===== src/rtl/reg_dump_uart_pkg.sv =====
// Shared definitions for the register-dump UART: state encodings, mux select
// codes and frame defaults.
package reg_dump_pkg;

    typedef enum logic [2:0] {
        ST_IDLE  = 3'd0,
        ST_START = 3'd1,
        ST_DATA  = 3'd2,
        ST_STOP  = 3'd3,
        ST_SEL   = 3'd4
    } state_t;

    // Sequencer view of the frame: idle, byte on the line, or mux settling.
    typedef enum logic [1:0] {
        SEQ_IDLE = 2'd0,
        SEQ_SEND = 2'd1,
        SEQ_SEL  = 2'd2
    } seq_t;

    localparam logic [2:0] SEL_A   = 3'd0;
    localparam logic [2:0] SEL_MDR = 3'd1;
    localparam logic [2:0] SEL_IMM = 3'd2;
    localparam logic [2:0] SEL_Y   = 3'd3;
    localparam logic [2:0] SEL_X   = 3'd4;

    localparam logic [7:0] DEFAULT_HEADER   = 8'hA5;
    localparam int         DEFAULT_NUM_REGS = 5;

    // Baud counter width; a divider of 1 still needs a 1-bit counter.
    function automatic int baud_width(input int clks);
        return (clks > 1) ? $clog2(clks) : 1;
    endfunction

endpackage


===== src/rtl/reg_dump_uart_tx.sv =====
// 8N1 byte transmitter: start bit, 8 data bits LSB first, stop bit.
// `done` flags the last cycle of the stop bit so the caller can chain bytes.
module uart_tx_byte
    import reg_dump_pkg::*;
#(
    parameter int CLKS_PER_BIT = 434
) (
    input  logic       clk,
    input  logic       rst,
    input  logic       start,
    input  logic [7:0] data,
    output logic       tx,
    output logic       busy,
    output logic       done
);

    localparam int             CW        = baud_width(CLKS_PER_BIT);
    localparam logic [CW-1:0]  BAUD_LAST = CW'(CLKS_PER_BIT - 1);

    state_t        state_q, state_d;
    logic [CW-1:0] baud_q, baud_d;
    logic [2:0]    bit_q, bit_d;
    logic [7:0]    shift_q, shift_d;
    logic          tx_q, tx_d;
    logic          baud_last_s;

    assign baud_last_s = (baud_q == BAUD_LAST);
    assign tx          = tx_q;
    assign busy        = (state_q != ST_IDLE);
    assign done        = (state_q == ST_STOP) && baud_last_s;

    // State, counters and line register.
    always_ff @(posedge clk) begin
        if (rst) begin
            state_q <= ST_IDLE;
            baud_q  <= '0;
            bit_q   <= 3'd0;
            shift_q <= 8'h00;
            tx_q    <= 1'b1;
        end else begin
            state_q <= state_d;
            baud_q  <= baud_d;
            bit_q   <= bit_d;
            shift_q <= shift_d;
            tx_q    <= tx_d;
        end
    end

    // Bit sequencing; tx_d is the level for the cycle after the edge.
    always_comb begin
        state_d = state_q;
        baud_d  = baud_q;
        bit_d   = bit_q;
        shift_d = shift_q;
        tx_d    = tx_q;
        case (state_q)
            ST_IDLE: begin
                if (start) begin
                    state_d = ST_START;
                    shift_d = data;
                    baud_d  = '0;
                    bit_d   = 3'd0;
                    tx_d    = 1'b0;
                end else begin
                    tx_d    = 1'b1;
                end
            end
            ST_START: begin
                if (baud_last_s) begin
                    state_d = ST_DATA;
                    baud_d  = '0;
                    tx_d    = shift_q[0];
                end else begin
                    baud_d  = baud_q + 1'b1;
                end
            end
            ST_DATA: begin
                if (baud_last_s) begin
                    baud_d = '0;
                    if (bit_q == 3'd7) begin
                        state_d = ST_STOP;
                        bit_d   = 3'd0;
                        tx_d    = 1'b1;
                    end else begin
                        bit_d   = bit_q + 3'd1;
                        shift_d = {1'b0, shift_q[7:1]};
                        tx_d    = shift_q[1];
                    end
                end else begin
                    baud_d = baud_q + 1'b1;
                end
            end
            ST_STOP: begin
                if (baud_last_s) begin
                    state_d = ST_IDLE;
                    baud_d  = '0;
                    tx_d    = 1'b1;
                end else begin
                    baud_d  = baud_q + 1'b1;
                end
            end
            default: begin
                state_d = ST_IDLE;
                baud_d  = '0;
                bit_d   = 3'd0;
                tx_d    = 1'b1;
            end
        endcase
    end

endmodule


===== src/rtl/reg_dump_uart.sv =====
// Register dump sequencer: sends HEADER then each datapath register, stepping
// SELECT_OUT and snapshotting the mux bus one cycle after each select change.
module reg_dump_uart
    import reg_dump_pkg::*;
#(
    parameter int         CLKS_PER_BIT = 434,
    parameter int         NUM_REGS     = DEFAULT_NUM_REGS,
    parameter logic [7:0] HEADER       = DEFAULT_HEADER
) (
    input  logic       CLK,
    input  logic       RST,
    input  logic       DUMP_REQ,
    input  logic [7:0] OUT_DATA_BUS_to_FPGA,
    output logic [2:0] SELECT_OUT,
    output logic       UART_TX,
    output logic       BUSY,
    output logic       DONE
);

    seq_t       seq_q, seq_d;
    logic [2:0] idx_q, idx_d;
    logic [2:0] sel_q, sel_d;
    logic       busy_q, busy_d;
    logic       done_q, done_d;
    logic       start_s;
    logic [7:0] byte_s;
    logic       tx_busy_s;
    logic       tx_done_s;

    uart_tx_byte #(
        .CLKS_PER_BIT(CLKS_PER_BIT)
    ) u_tx (
        .clk  (CLK),
        .rst  (RST),
        .start(start_s),
        .data (byte_s),
        .tx   (UART_TX),
        .busy (tx_busy_s),
        .done (tx_done_s)
    );

    assign SELECT_OUT = sel_q;
    assign BUSY       = busy_q;
    assign DONE       = done_q;

    // Sequencer registers.
    always_ff @(posedge CLK) begin
        if (RST) begin
            seq_q  <= SEQ_IDLE;
            idx_q  <= 3'd0;
            sel_q  <= SEL_A;
            busy_q <= 1'b0;
            done_q <= 1'b0;
        end else begin
            seq_q  <= seq_d;
            idx_q  <= idx_d;
            sel_q  <= sel_d;
            busy_q <= busy_d;
            done_q <= done_d;
        end
    end

    // Frame sequencing: header, then one SEL settle cycle before each register.
    always_comb begin
        seq_d   = seq_q;
        idx_d   = idx_q;
        sel_d   = sel_q;
        busy_d  = busy_q;
        done_d  = 1'b0;
        start_s = 1'b0;
        byte_s  = HEADER;
        case (seq_q)
            SEQ_IDLE: begin
                if (DUMP_REQ && !tx_busy_s) begin
                    seq_d   = SEQ_SEND;
                    idx_d   = 3'd0;
                    busy_d  = 1'b1;
                    start_s = 1'b1;
                end else begin
                    seq_d   = SEQ_IDLE;
                end
            end
            SEQ_SEND: begin
                if (!tx_done_s) begin
                    seq_d = SEQ_SEND;
                end else if (idx_q < 3'(NUM_REGS)) begin
                    seq_d = SEQ_SEL;
                    sel_d = idx_q;
                end else begin
                    seq_d  = SEQ_IDLE;
                    sel_d  = SEL_A;
                    busy_d = 1'b0;
                    done_d = 1'b1;
                end
            end
            SEQ_SEL: begin
                seq_d   = SEQ_SEND;
                idx_d   = idx_q + 3'd1;
                start_s = 1'b1;
                byte_s  = OUT_DATA_BUS_to_FPGA;
            end
            default: begin
                seq_d  = SEQ_IDLE;
                sel_d  = SEL_A;
                busy_d = 1'b0;
            end
        endcase
    end

endmodule


===== config.mk =====
export PLATFORM = sky130hd
export DESIGN_NAME = reg_dump_uart
export DESIGN_NICKNAME = d
export VERILOG_FILES = /design/src/rtl/reg_dump_uart_pkg.sv /design/src/rtl/reg_dump_uart_tx.sv /design/src/rtl/reg_dump_uart.sv
export SDC_FILE = /design/constraint.sdc
export NUM_CORES = 1
export LEC_CHECK = 0
export ABC_CLOCK_PERIOD_IN_PS = 1700
export CAP_MARGIN = 20
export CORE_UTILIZATION = 53
export CTS_BUF_LIST = sky130_fd_sc_hd__clkbuf_4
export CTS_CLUSTER_SIZE = 12
export DETAILED_ROUTE_END_ITERATION = 10
export GPL_TIMING_DRIVEN = 0
export PLACE_DENSITY = 0.74
export SYNTH_ARGS = -nofsm -noshare
export SYNTH_HDL_FRONTEND = slang
export SYNTH_SLANG_ARGS = --single-unit
export TNS_END_PERCENT = 5

===== constraint.sdc =====
create_clock -name CLK -period 1.7 [get_ports CLK]
set_input_delay 0.34 -clock CLK [delete_from_list [all_inputs] [get_ports CLK]]
set_output_delay 0.34 -clock CLK [all_outputs]
set_load 0.005 [all_outputs]

==> results.md, run 1 <==
| Item | This run | Unit |
|:---|:---|:---|
| Maximum fanout along the worst path | 9 | - |
| Fraction of layout instances using a drive strength above 1 | 20.4 | % |
| Dominant synthesized flop cell | sky130_fd_sc_hd__dfxtp_1 | - |
| Final net count | 255 | - |
| Wire length per cell after detailed routing | 16.4 | um |
| Portion of the post-synthesis area used by sequential elements | 36.2 | % |
| Number of slew-limit violations in the final report | 0 | - |
| Top cell type's share of synthesized area | 36.2 | % |
| Setup-failing EPs final | 0 | - |
| Final hold slack | 0.492 | ns |
| Floorplan die area | 0.00369 | mm^2 |
| Setup repair after global routing missed its margin | yes | - |
| Core Box Area | 0.00315 | mm^2 |
| Number of buffers between clock root and the deepest sink | 2 | - |
| Level count of the clock H-tree | 2 | - |
| Share of the clock period used by the worst path | 98.0 | % |
| CP Class | flop to flop | - |
| Number of flops mapped to enable cells by yosys | 0 | - |
| CTS clk-pin slew, worst paths | 0.11 | ns |
| Number of buffers inserted by port buffering | 15 | - |
| Number of instances in the synthesized netlist | 209 | - |
| Library cells used by synthesis | 48 | - |
| Synth async-reset ratio | 0 | % |
| Global-route wire length before repair | 7.25 | mm |
| Wire length reported by the detailed router | 4.59 | mm |
| Most common library cell in the layout ignoring fill and taps | sky130_fd_sc_hd__dfxtp_1 | - |
| Diode insertion count for antenna repair | 0 | - |
| Max Fclk | 0.600 | GHz |
| Placed wire-length estimate | 3.17 | mm |
| Most frequent cells in the layout | 28 x sky130_fd_sc_hd__dfxtp_1, 21 x sky130_fd_sc_hd__a21oi_1, 15 x sky130_fd_sc_hd__clkdlybuf4s50_1 | - |
| Outcome | completed | - |
| Worst supply voltage drop on vdd | 774 | uV |
| Routed via count | 1760 | - |
| # DRC | 0 | - |
| Gpl congestion | 0.829 | - |
| Total Routing Usage GR | 26.8 | % |
| Post-DRT Antenna Nets | 0 | - |
| Clk_skew | 0.0107 | ns |
| Mapped Nets | 230 | - |
| Relative slew margins | 60.3 | % |
| Syn-to-layout area delta | 22.2 | % |
| Synth warnings | 0 | - |
| Hold WC Path Type | flop to flop | - |
| Area of the mapped netlist | 0.00183 | mm^2 |
| Starting DRT DRC Count | 135 | - |
| Nature of the critical path endpoint | flop | - |
| First-pass DRT Iterations | 4 | - |
| Top cell type by total area after synthesis | sky130_fd_sc_hd__dfxtp_1 | - |
| Number of filler instances in the final layout | 271 | - |
| Horizontal extent of the die | 60.7 | um |
| Setup TNS after final layout | 0 | ns |
| Clk_lat worst skew | 0.35 | ns |
| Number of hold buffers added after cts | 0 | - |
| Initial antenna violation count | 0 | - |
| Number of standard-cell rows in the floorplan | 20 | - |
| Synthesized area divided by synthesized cell count | 8.74 | um^2 |
| Data required time of the critical path | 1.95 | ns |
| Number of clock sinks | 33 | - |
| Final Hold Violating Endpoints | 0 | - |
| Count of state elements after synthesis | 33 | - |
| Vias in the first global route | 1588 | - |
| Clk root buf | sky130_fd_sc_hd__clkbuf_4 | - |
| Power per cell area | 1340 | mW/mm^2 |
| Max Cap Violations | 0 | - |
| Total leakage power | 0.832 | nW |
| Clock buffers created by TritonCTS | 5 | - |
| Arrival time reported for the critical path endpoint | 1.92 | ns |
| Tightest Pin Transition | 0.596 | ns |
| Number of ports placed on the die boundary | 17 | - |
| Via-to-Cell Ratio | 6.31 | - |
| Sort of element at the start of the critical path | flop | - |
| Maximum number of pins on one net before global-route repair | 11 | - |
| Final min period | 1.67 | ns |
| Initial Utilization | 57.9 | % |
| Remaining global-route overflow | 0 | - |
| Area contributors post-synth | sky130_fd_sc_hd__dfxtp_1 36%, sky130_fd_sc_hd__ha_1 6.8%, sky130_fd_sc_hd__a21oi_1 6.0% | - |
| TritonCTS clock tree | yes | - |
| Vert. Die Dim | 60.7 | um |
==> layout make-up <==
| cell class | count | area [um^2] | area share [%] |
|---|---|---|---|
| Multi-Input combinational cell | 154 | 1130 | 50.6 |
| Sequential cell | 33 | 672 | 30.1 |
| Timing Repair Buffer | 20 | 185 | 8.30 |
| Buffer | 15 | 93.8 | 4.20 |
| Tap cell | 44 | 55.1 | 2.47 |
| Clock buffer | 6 | 45.0 | 2.02 |
| Clock inverter | 2 | 33.8 | 1.51 |
| Inverter | 5 | 18.8 | 0.841 |
==> worst max-delay path, cell delays in order, from the launching register on <==
cell                      delay, ns
sky130_fd_sc_hd__dfxtp_1       0.34
sky130_fd_sc_hd__ha_1          0.20
sky130_fd_sc_hd__ha_1          0.23
sky130_fd_sc_hd__nor2b_4       0.15
sky130_fd_sc_hd__a31o_1        0.17
sky130_fd_sc_hd__buf_6         0.14
sky130_fd_sc_hd__nand2_4       0.07
sky130_fd_sc_hd__o41ai_2       0.26
==> state kept, by name, indices dropped and copies added (netlist names) <==
name,flops
u_tx.shift_q,8
DONE,1
u_tx.tx,1
u_tx.baud_q,9
idx_q,3
seq_q,2
BUSY,1
u_tx.bit_q,3
SELECT_OUT,3
u_tx.state_q,2
==> synthesized netlist by cell type, types with 2 or more instances <==
| cell | count |
|---|---|
| sky130_fd_sc_hd__a21oi_1 | 22 |
| sky130_fd_sc_hd__buf_2 | 5 |
| sky130_fd_sc_hd__nor2_1 | 12 |
| sky130_fd_sc_hd__buf_6 | 2 |
| sky130_fd_sc_hd__inv_1 | 5 |
| sky130_fd_sc_hd__nand4_1 | 5 |
| sky130_fd_sc_hd__a22o_1 | 3 |
| sky130_fd_sc_hd__nor2b_1 | 6 |
| sky130_fd_sc_hd__nand2b_1 | 4 |
| sky130_fd_sc_hd__o41ai_2 | 3 |
| sky130_fd_sc_hd__and2_1 | 4 |
| sky130_fd_sc_hd__o21a_1 | 2 |
| sky130_fd_sc_hd__nor3_1 | 4 |
| sky130_fd_sc_hd__clkbuf_1 | 9 |
| sky130_fd_sc_hd__a32o_1 | 2 |
| sky130_fd_sc_hd__a311oi_1 | 4 |
| sky130_fd_sc_hd__nor3b_1 | 4 |
| sky130_fd_sc_hd__and4_1 | 3 |
| sky130_fd_sc_hd__o31ai_1 | 2 |
| sky130_fd_sc_hd__ha_1 | 10 |
| sky130_fd_sc_hd__o21ai_0 | 10 |
| sky130_fd_sc_hd__nand2_1 | 10 |
| sky130_fd_sc_hd__a211oi_1 | 3 |
| sky130_fd_sc_hd__a31oi_1 | 6 |
| sky130_fd_sc_hd__nor4_1 | 2 |
| sky130_fd_sc_hd__a21boi_0 | 2 |
| sky130_fd_sc_hd__mux2i_1 | 2 |
| sky130_fd_sc_hd__o211ai_1 | 5 |
| sky130_fd_sc_hd__dfxtp_1 | 33 |
| sky130_fd_sc_hd__nand3_1 | 7 |
==> final timing paths <==
kind / start / end / slack, ns / cells after the start
max: u_tx.bit_q[0] / u_tx.shift_q[5] / 0.03 / 7
min: u_tx.shift_q[7] / u_tx.shift_q[7] / 0.49 / 2
min reg2reg: u_tx.shift_q[7] / u_tx.shift_q[7] / 0.49 / 2
max reg2reg: u_tx.bit_q[0] / u_tx.shift_q[5] / 0.03 / 7
==> logic make-up after synthesis <==
kind of cell | after synthesis | synth area share, %
muxes | 3 | 1.71
adders and majority gates | 10 | 6.85
and+or+nand+nor | 67 | 21.2
xor gates and xnor gates | 1 | 0.480
AOI/OAI and AO/OA | 73 | 27.9
DFF | 33 | 36.2
buffers and inverters | 22 | 5.68
==> per-layer routing <==
| metal | part of all wire [%] | track usage, % | vias to the layer above | routed length, um |
|---|---|---|---|---|
| met2 | 48 | 42.4 | 84 | 2210 |
| met5 | 0 | 0 | - | 0 |
| li1 | - | - | 831 | - |
| met4 | 2.4 | 14.0 | 0 | 108 |
| met3 | 6.6 | 6.82 | 13 | 302 |
| met1 | 43 | 33.7 | 832 | 1960 |
==> per-stage QoR <==
step / area, um^2 / power [mW] / setup WS (ns) / cells / util, %
after floorplan: 1830 / 1.91 / 0.0164 / 209 / -
after global routing: 2230 / 3.19 / -0.0487 / 279 / 70.8
after CTS: 2130 / 2.85 / -0.0541 / 274 / 67.6
after global placement: 2030 / 2.15 / -0.256 / 268 / 64.4
after detailed placement: 2030 / 2.21 / -0.378 / 268 / 64.4
final: 2230 / 3.00 / 0.0338 / 279 / 70.8
==> where the power goes <==
group | internal (mW) | switching, mW
Sequential | 0.922 | 0.120
Combinational | 0.628 | 0.730
Clock | 0.322 | 0.279
==> timing repair <==
item / CTS / global route
endpoints found under the setup margin: 28 / 23
buffers inserted: 0 / 4
gates resized for setup: 13 / 24
pin swaps: 0 / 8
gates cloned: 0 / 1
endpoints found under the hold margin: 0 / 0
Note: power is estimated with default switching activity, not from simulation.
==> inputs of run 2 (changes only) <==
- ABC_CLOCK_PERIOD_IN_PS: 1700 -> 2100
- CORE_UTILIZATION: 53 -> 55
- SETUP_SLACK_MARGIN: not set -> 0.15
- clock period: 1.7 -> 2.1 ns (I/O delays scaled with it)
==> results.md, run 2 (synthesis gave the netlist of run 1 again) <==
| Item | This run | Unit | vs previous |
|:---|:---|:---|:---|
| Number of ports placed on the die boundary | 17 | - | unchanged |
| Nature of the critical path endpoint | flop | - | unchanged |
| Most frequent cells in the layout | 33 x sky130_fd_sc_hd__dfxtp_1, 22 x sky130_fd_sc_hd__a21oi_1, 15 x sky130_fd_sc_hd__clkdlybuf4s50_1 | - | was 28 x sky130_fd_sc_hd__dfxtp_1, 21 x sky130_fd_sc_hd__a21oi_1, 15 x sky130_fd_sc_hd__clkdlybuf4s50_1 |
| Switching power total | 0.876 | mW | was 1.13 mW |
| Syn-to-layout area delta | 14.2 | % | was 22.2% |
| Hold WC Path Type | flop to flop | - | unchanged |
| Clock buffers created by TritonCTS | 5 | - | unchanged |
| Start of the worst register-to-register path | u_tx.state_q[0] | - | was u_tx.bit_q[0] |
| Fraction of layout instances using a drive strength above 1 | 10.8 | % | was 20.4% |
| Outcome | completed | - | unchanged |
| Starting DRT DRC Count | 121 | - | was 135 |
| Arrival time reported for the critical path endpoint | 2.19 | ns | was 1.92 ns |
| Final net count | 252 | - | was 255 |
| Number of buffers inserted by port buffering | 15 | - | unchanged |
| Cell family contributing the most delay on the critical path | compound AO/OA/AOI/OAI gates | - | was adder cells |
| Number of clock sinks | 33 | - | unchanged |
| Setup TNS after final layout | 0 | ns | unchanged |
| Number of slew-limit violations in the final report | 0 | - | unchanged |
| Initial antenna violation count | 0 | - | unchanged |
| Max Cap Violations | 0 | - | unchanged |
| First-pass DRT Iterations | 4 | - | unchanged |
| Cell count of the worst hold path | 2 | - | unchanged |
| Data required time of the critical path | 2.38 | ns | was 1.95 ns |
| Horizontal extent of the die | 59.6 | um | was 60.7 um |
| Start point of the worst min-delay path | SELECT_OUT[2] | - | was u_tx.shift_q[7] |
| Standard cell area after detailed placement | 0.00203 | mm^2 | unchanged |
| Tightest Pin Transition | 0.555 | ns | was 0.596 ns |
| Sort of element at the start of the critical path | flop | - | unchanged |
| Core Box Area | 0.00310 | mm^2 | was 0.00315 mm^2 |
| Diode insertion count for antenna repair | 0 | - | unchanged |
| Maximum fanout along the worst path | 10 | - | was 9 |
| Number of flip-flops in the largest register | 9 | - | unchanged |
| Number of buffers between clock root and the deepest sink | 2 | - | unchanged |
| Remaining global-route overflow | 0 | - | unchanged |
| Worst supply voltage drop on vdd | 702 | uV | was 774 uV |
| Setup repair after global routing missed its margin | yes | - | unchanged |
| Maximum cell stage delay along the critical path | 0.41 | ns | was 0.34 ns |
| Number of standard-cell rows in the floorplan | 20 | - | unchanged |
| Level count of the clock H-tree | 2 | - | unchanged |
| Clk_lat worst skew | 0.34 | ns | was 0.35 ns |
| Most common library cell in the layout ignoring fill and taps | sky130_fd_sc_hd__dfxtp_1 | - | unchanged |
| Part of the power in the clock network | 16.2 | % | was 20.0% |
| Worst R2R Path Depth | 7 | - | unchanged |
| Total Routing Usage GR | 26.5 | % | was 26.8% |
| Global-route wire length before repair | 7.04 | mm | was 7.25 mm |
| Routed via count | 1730 | - | was 1760 |
| Power Total | 2.16 | mW | was 3.00 mW |
| Switching Share | 40.6 | % | was 37.6% |
| Sink of the worst hold path | SELECT_OUT[2] | - | was u_tx.shift_q[7] |
| Flop pwr share | 37.9 | % | was 34.7% |
| Critical path buffers and inverters | 3 | - | was 1 |
| Crit-path cells | inv_1 -> ha_1 -> clkbuf_2 -> a211oi_1 -> buf_2 -> a21bo_2 -> a31oi_1 | - | was ha_1 -> ha_1 -> nor2b_4 -> a31o_1 -> buf_6 -> nand2_4 -> o41ai_2 |
| Floorplan die area | 0.00356 | mm^2 | was 0.00369 mm^2 |
| Total leakage power | 0.787 | nW | was 0.832 nW |
| Master of the slowest instance on the critical path | sky130_fd_sc_hd__dfxtp_1 | - | unchanged |
| Gpl congestion | 0.832 | - | was 0.829 |
| Final Hold Violating Endpoints | 0 | - | unchanged |
| CP Class | flop to flop | - | unchanged |
| Sequential Area | 661 | um^2 | was 672 um^2 |
| Pint | 1.28 | mW | was 1.87 mW |
| TritonCTS clock tree | yes | - | unchanged |
| CTS clk-pin slew, worst paths | 0.10 | ns | was 0.11 ns |
| Area used by multi-input combinational logic | 0.00106 | mm^2 | was 0.00113 mm^2 |
| Wire length reported by the detailed router | 4.25 | mm | was 4.59 mm |
| Placed wire-length estimate | 3.01 | mm | was 3.17 mm |
| Number of hold buffers added after cts | 0 | - | unchanged |
| Relative slew margins | 63.0 | % | was 60.3% |
| End of the worst register-to-register path | u_tx.baud_q[5] | - | was u_tx.shift_q[5] |
| Logic pwr share | 46.0 | % | was 45.3% |
| Vias in the first global route | 1593 | - | was 1588 |
| Final hold slack | 0.488 | ns | was 0.492 ns |
| End-of-flow core utilization | 67.3 | % | was 70.8% |
| Clk_skew | 0.0104 | ns | was 0.0107 ns |
| Final min period | 1.91 | ns | was 1.67 ns |
| Biggest register | u_tx.baud_q | - | unchanged |
| Final Cell Area | 0.00209 | mm^2 | was 0.00223 mm^2 |
| Post-CTS Setup Bufs | 0 | - | unchanged |
| Setup-failing EPs final | 0 | - | unchanged |
| Clk root buf | sky130_fd_sc_hd__clkbuf_4 | - | unchanged |
| Wire length per cell after detailed routing | 15.5 | um | was 16.4 um |
| Vert. Die Dim | 59.6 | um | was 60.7 um |
| Largest registers ranked by flip-flop count | u_tx.baud_q x9, u_tx.shift_q x8 | - | unchanged |
| DP Cell Count | 268 | - | unchanged |
| Initial Utilization | 58.9 | % | was 57.9% |
| Number of filler instances in the final layout | 292 | - | was 271 |
| Via-to-Cell Ratio | 6.29 | - | was 6.31 |
| Maximum number of pins on one net before global-route repair | 11 | - | unchanged |
| Final standard cell count with taps included and fillers excluded | 275 | - | was 279 |
| Max Fclk | 0.524 | GHz | was 0.600 GHz |
| Share of the clock period used by the worst path | 90.9 | % | was 98.0% |
| Post-placement setup slack | 0.0391 | ns | was -0.378 ns |
| Worst setup slack after layout | 0.190 | ns | was 0.0338 ns |
| Reg-to-reg slack, setup | 0.19 | ns | was 0.03 ns |
| # DRC | 0 | - | unchanged |
| Post-DRT Antenna Nets | 0 | - | unchanged |
| Power per cell area | 1030 | mW/mm^2 | was 1340 mW/mm^2 |
[run 2: layer usage]
layer	track usage [%]	wire length, um
met2	45.9	2110
met4	9.30	72
met3	5.24	205
met5	0	0
met1	32.7	1870
[run 2: layout make-up]
| type | count | share of cell area, % |
|---|---|---|
| Clock buffer | 6 | 2.16 |
| Inverter | 5 | 0.899 |
| Timing Repair Buffer | 15 | 7.19 |
| Buffer | 17 | 4.26 |
| Sequential cell | 33 | 31.7 |
| Clock inverter | 1 | 0.180 |
| Tap cell | 44 | 2.64 |
| Multi-Input combinational cell | 154 | 51.0 |
[run 2: how the worst max path moves through the flow]
stage,from,end,slack [ns],cells past startpoint
floorplan,u_tx.state_q[0],u_tx.baud_q[5],0.42,7
global placement,DUMP_REQ,u_tx.baud_q[2],0.05,6
detailed placement,DUMP_REQ,u_tx.baud_q[2],0.04,6
CTS,u_tx.state_q[0],u_tx.baud_q[5],0.20,7
global route,u_tx.state_q[0],u_tx.baud_q[5],0.09,7
finish,u_tx.state_q[0],u_tx.baud_q[5],0.19,7
[run 2: power by group through the flow]
stage | sequential (mW) | combinational (mW) | clock, mW
floorplan | 0.809 | 0.738 | 0
global route | 0.829 | 1.08 | 0.370
CTS | 0.814 | 0.969 | 0.352
global placement | 0.821 | 0.932 | 0
detailed placement | 0.829 | 0.956 | 0
finish | 0.817 | 0.991 | 0.349
[run 2: what timing repair did]
item | 4_1_cts | 5_1_grt
resized for setup | 1 | 5
cloned | 0 | 0
endpoints found under the setup margin | 4 | 10
[run 2: tightest hold or removal path, cell delays in order, from the launching register on]
cell and delay (ns):
sky130_fd_sc_hd__dfxtp_1 0.32, sky130_fd_sc_hd__o21ai_0 0.06, sky130_fd_sc_hd__a21oi_1 0.06
==> patch, RTL diff (flow settings as in run 1) <==
`CLKS_PER_BIT` is set to 434 in 2 places; all go to 108.
--- a/src/rtl/reg_dump_uart_tx.sv
+++ b/src/rtl/reg_dump_uart_tx.sv
@@ -3,7 +3,7 @@
 module uart_tx_byte
     import reg_dump_pkg::*;
 #(
-    parameter int CLKS_PER_BIT = 434
+    parameter int CLKS_PER_BIT = 108
 ) (
     input  logic       clk,
     input  logic       rst,
--- a/src/rtl/reg_dump_uart.sv
+++ b/src/rtl/reg_dump_uart.sv
@@ -3,7 +3,7 @@
 module reg_dump_uart
     import reg_dump_pkg::*;
 #(
-    parameter int         CLKS_PER_BIT = 434,
+    parameter int         CLKS_PER_BIT = 108,
     parameter int         NUM_REGS     = DEFAULT_NUM_REGS,
     parameter logic [7:0] HEADER       = DEFAULT_HEADER
 ) (
Behaviour: same outputs for any inputs over 10 cycles, from zero or initial values and one cycle with RST high; that may be too few to reach the edited logic, so the function may still have changed.
==> patch against run 1 <==
  * The flow now finishes with violations (DRC)
  * Area after synthesis shrank 9.7%
  * Cell count decreased by 14%
  * Worst setup slack worse by 0.0025 ns
  * Sequential cell count down 2
  * Fmax fell by 0.15%
  * Routed wire length decreased by 15%
  * Final area decreased by 12%
  * Total power shrank 6.3%
  * Critical path type unchanged
  * Highest routed layer unchanged
==> patch: results (changes against run 1) <==
Synthesis
  – Ys Warns: 0 (unchanged)
  – Syn nets: 206 (-10%)
  – Multiplexer share of the synthesized area: 0.0182 (+0.00109)
  – Post-synthesis async set-or-reset flop share: 0 (unchanged)
  – Synth cell count leaders: dfxtp_1 (31), nand2_1 (15), a21oi_1 (14), nor2_1 (14), ha_1 (10)
  – Synth Cell Area: 0.00165 mm^2 (-9.7%)
  – Seq/Total Area, Yosys: 0.376 (+0.0147)
  – Largest cells by area after synthesis: dfxtp_1 (38%), ha_1 (7.6%), a21oi_1 (4.2%)
  – Post-synthesis cell type count: 44 (-8.3%)
  – Post-synthesis adder-cell area fraction: 0.0759 (+0.00738)
  – Cells after synthesis: 185 (-11%)
  – Xor/xnor share of the synthesized area: 0.0319 (+0.0271)
  – Main flop type after synthesis: dfxtp_1
  – Compound-Gate Fraction of Synth Area: 0.209 (-0.0694)

Finish
  – Largest register FFs: 8 (-1)
  – Layout Cells excl Fill: 239 (-14%)
  – Biggest regs: u_tx.shift_q (8), u_tx.baud_q (7)
  – Layout cells sized above 1: 0.168 (-0.0360)
  – Ant. Diodes: 0 (unchanged)
  – FILL cells: 238 (-12%)

Global route
  – Largest net degree at the start of global routing: 11 (unchanged)
  – GRT Overall Usage: 0.253 (-0.0151)
  – Antenna violations before repair: 0 (unchanged)
  – First-pass GRT wire length: 6.28 mm (-13%)

CTS
  – Total CTS buffers: 5 (unchanged)
  – Root Buffer: clkbuf_4
  – Worst-skew pair later-pin latency: about 0.34 ns
  – Clk slew on worst S/H paths: 0.09 ns (-0.02 ns)
  – CTS H-Tree Depth: 2 (unchanged)
  – Bufs on Longest Clock Path: 2 (unchanged)

Run status
  – Status: finished, violations left
  – Failing checks: DRC

Timing
  – Final setup fails: 0 (unchanged)
  – Max_slew headroom: 0.664 (+0.0610)
  – Clock skew: 0.00306 ns (-0.00768 ns)

Place
  – Cells after DPL: 232 (-13%)
  – HPWL after DPL: 2.72 mm (-14%)
  – Port Buf Inserts: 16 (+1)
  – GP Congestion: 0.851 (+2.6%)

Power
  – Switching share of power: 0.390 (+0.0144)
  – Maximum vdd ir drop: 1030 uV (+34%)
  – Lkg Pwr: 0.752 nW (-9.6%)

Route
  – Remaining DRCs: 1 (+1)
  – DRT iter0 DRCs: 122 (-9.6%)
  – Final wirelength: 3.91 mm (-15%)
  – Via count: 1,508 (-14%)
  – 1st-pass router iterations: 7 (+3)

Hold path
  – Worst hold path stage count: 2 (unchanged)
  – Hold path startpoint: SELECT_OUT[2]
  – Worst Hold Endpoint: SELECT_OUT[2]
  – Hold Path Class: reg2reg

Critical path
  – Max FO, Critical Path: 9 (unchanged)
  – Worst r2r src: u_tx.state_q[1]
  – Worst R2R Setup Slack: approximately 0.031 ns
  – Reg-to-reg endpoint: u_tx.state_q[0]
  – R2R depth: 6 (-1)
  – Crit path DAT: 1.94 ns (+0.02 ns)
## patch: cell count changes in the layout (fill, tap and decap cells not counted), sizes merged, moves of 5 or more
cell / delta
a21oi: -8
nand3b: +8
a31oi: -5
o211ai: -5
xnor2: +5
## patch: what timing repair did
item | CTS | global route
hold endpoints to repair | 0 | 0
gates resized for setup | 17 | 8
pin swaps | 2 | 2
endpoints found under the setup margin | 20 | 17
setup buffers | 2 | 1
## patch: area by class of cell
cell class / instances / share of cell area
multi-input combinational: 138 / 0.505
sequential: 31 / 0.317
inverter: 4 / 0.00761
tap: 31 / 0.0197
clock buffer: 6 / 0.0228
buffer: 10 / 0.0355
timing repair buffer: 19 / 0.0920
## patch: worst max-delay path by stage
stage / from / to / slack (ns) / cells after the start
3_3_place_gp: DUMP_REQ / u_tx.shift_q[4] / -0.37 / 6
4_1_cts: u_tx.state_q[1] / u_tx.baud_q[6] / 0.0007 / 6
3_5_place_dp: DUMP_REQ / u_tx.shift_q[1] / -0.42 / 6
6_report: u_tx.state_q[1] / u_tx.state_q[0] / 0.03 / 6
5_1_grt: u_tx.state_q[1] / idx_q[2] / -0.05 / 7
2_1_floorplan: u_tx.state_q[1] / u_tx.shift_q[1] / -0.001 / 7
## patch: kinds of logic after synthesis
logic type / count (synthesis)
and+or+nand+nor: 71
AOI/OAI and AO/OA: 48
DFF: 31
adders and majority gates: 10
buffers and inverters: 16
xor gates and xnor gates: 6
muxes: 3
## patch: power by group through the flow
stage	Combinational, mW	Clock [mW]	Sequential, mW
2_1_floorplan	0.931	0	0.979
3_3_place_gp	1.18	0	0.989
3_5_place_dp	1.23	0	1.00
4_1_cts	1.35	0.414	0.985
5_1_grt	1.53	0.443	1.00
6_report	1.41	0.407	0.990
## patch: layer usage
metal  wire (um)  GRT usage  part of all wire
met5           0          0                 0
met1        1810      0.299              0.46
met4         104      0.133             0.027
met3         172     0.0647             0.044
met2        1820      0.424              0.47
## patch: metrics by stage
step,TNS (ns),cell area [um^2],utilization,setup WS (ns),hold WS [ns]
2_1_floorplan,-0.00503,1660,-,-0.00126,0.418
3_3_place_gp,-4.70,1860,0.652,-0.368,0.436
3_5_place_dp,-6.12,1860,0.652,-0.420,0.455
4_1_cts,0,1950,0.684,0.000732,0.471
5_1_grt,-0.207,1970,0.691,-0.0515,0.502
6_report,0,1970,0.691,0.0313,0.465
## patch: critical path, cell delays in order, from the launching register on
cell	delay [ns]
dfxtp_2	0.38
inv_1	0.08
ha_1	0.20
and2_4	0.14
buf_6	0.13
or4_1	0.52
a21oi_1	0.14
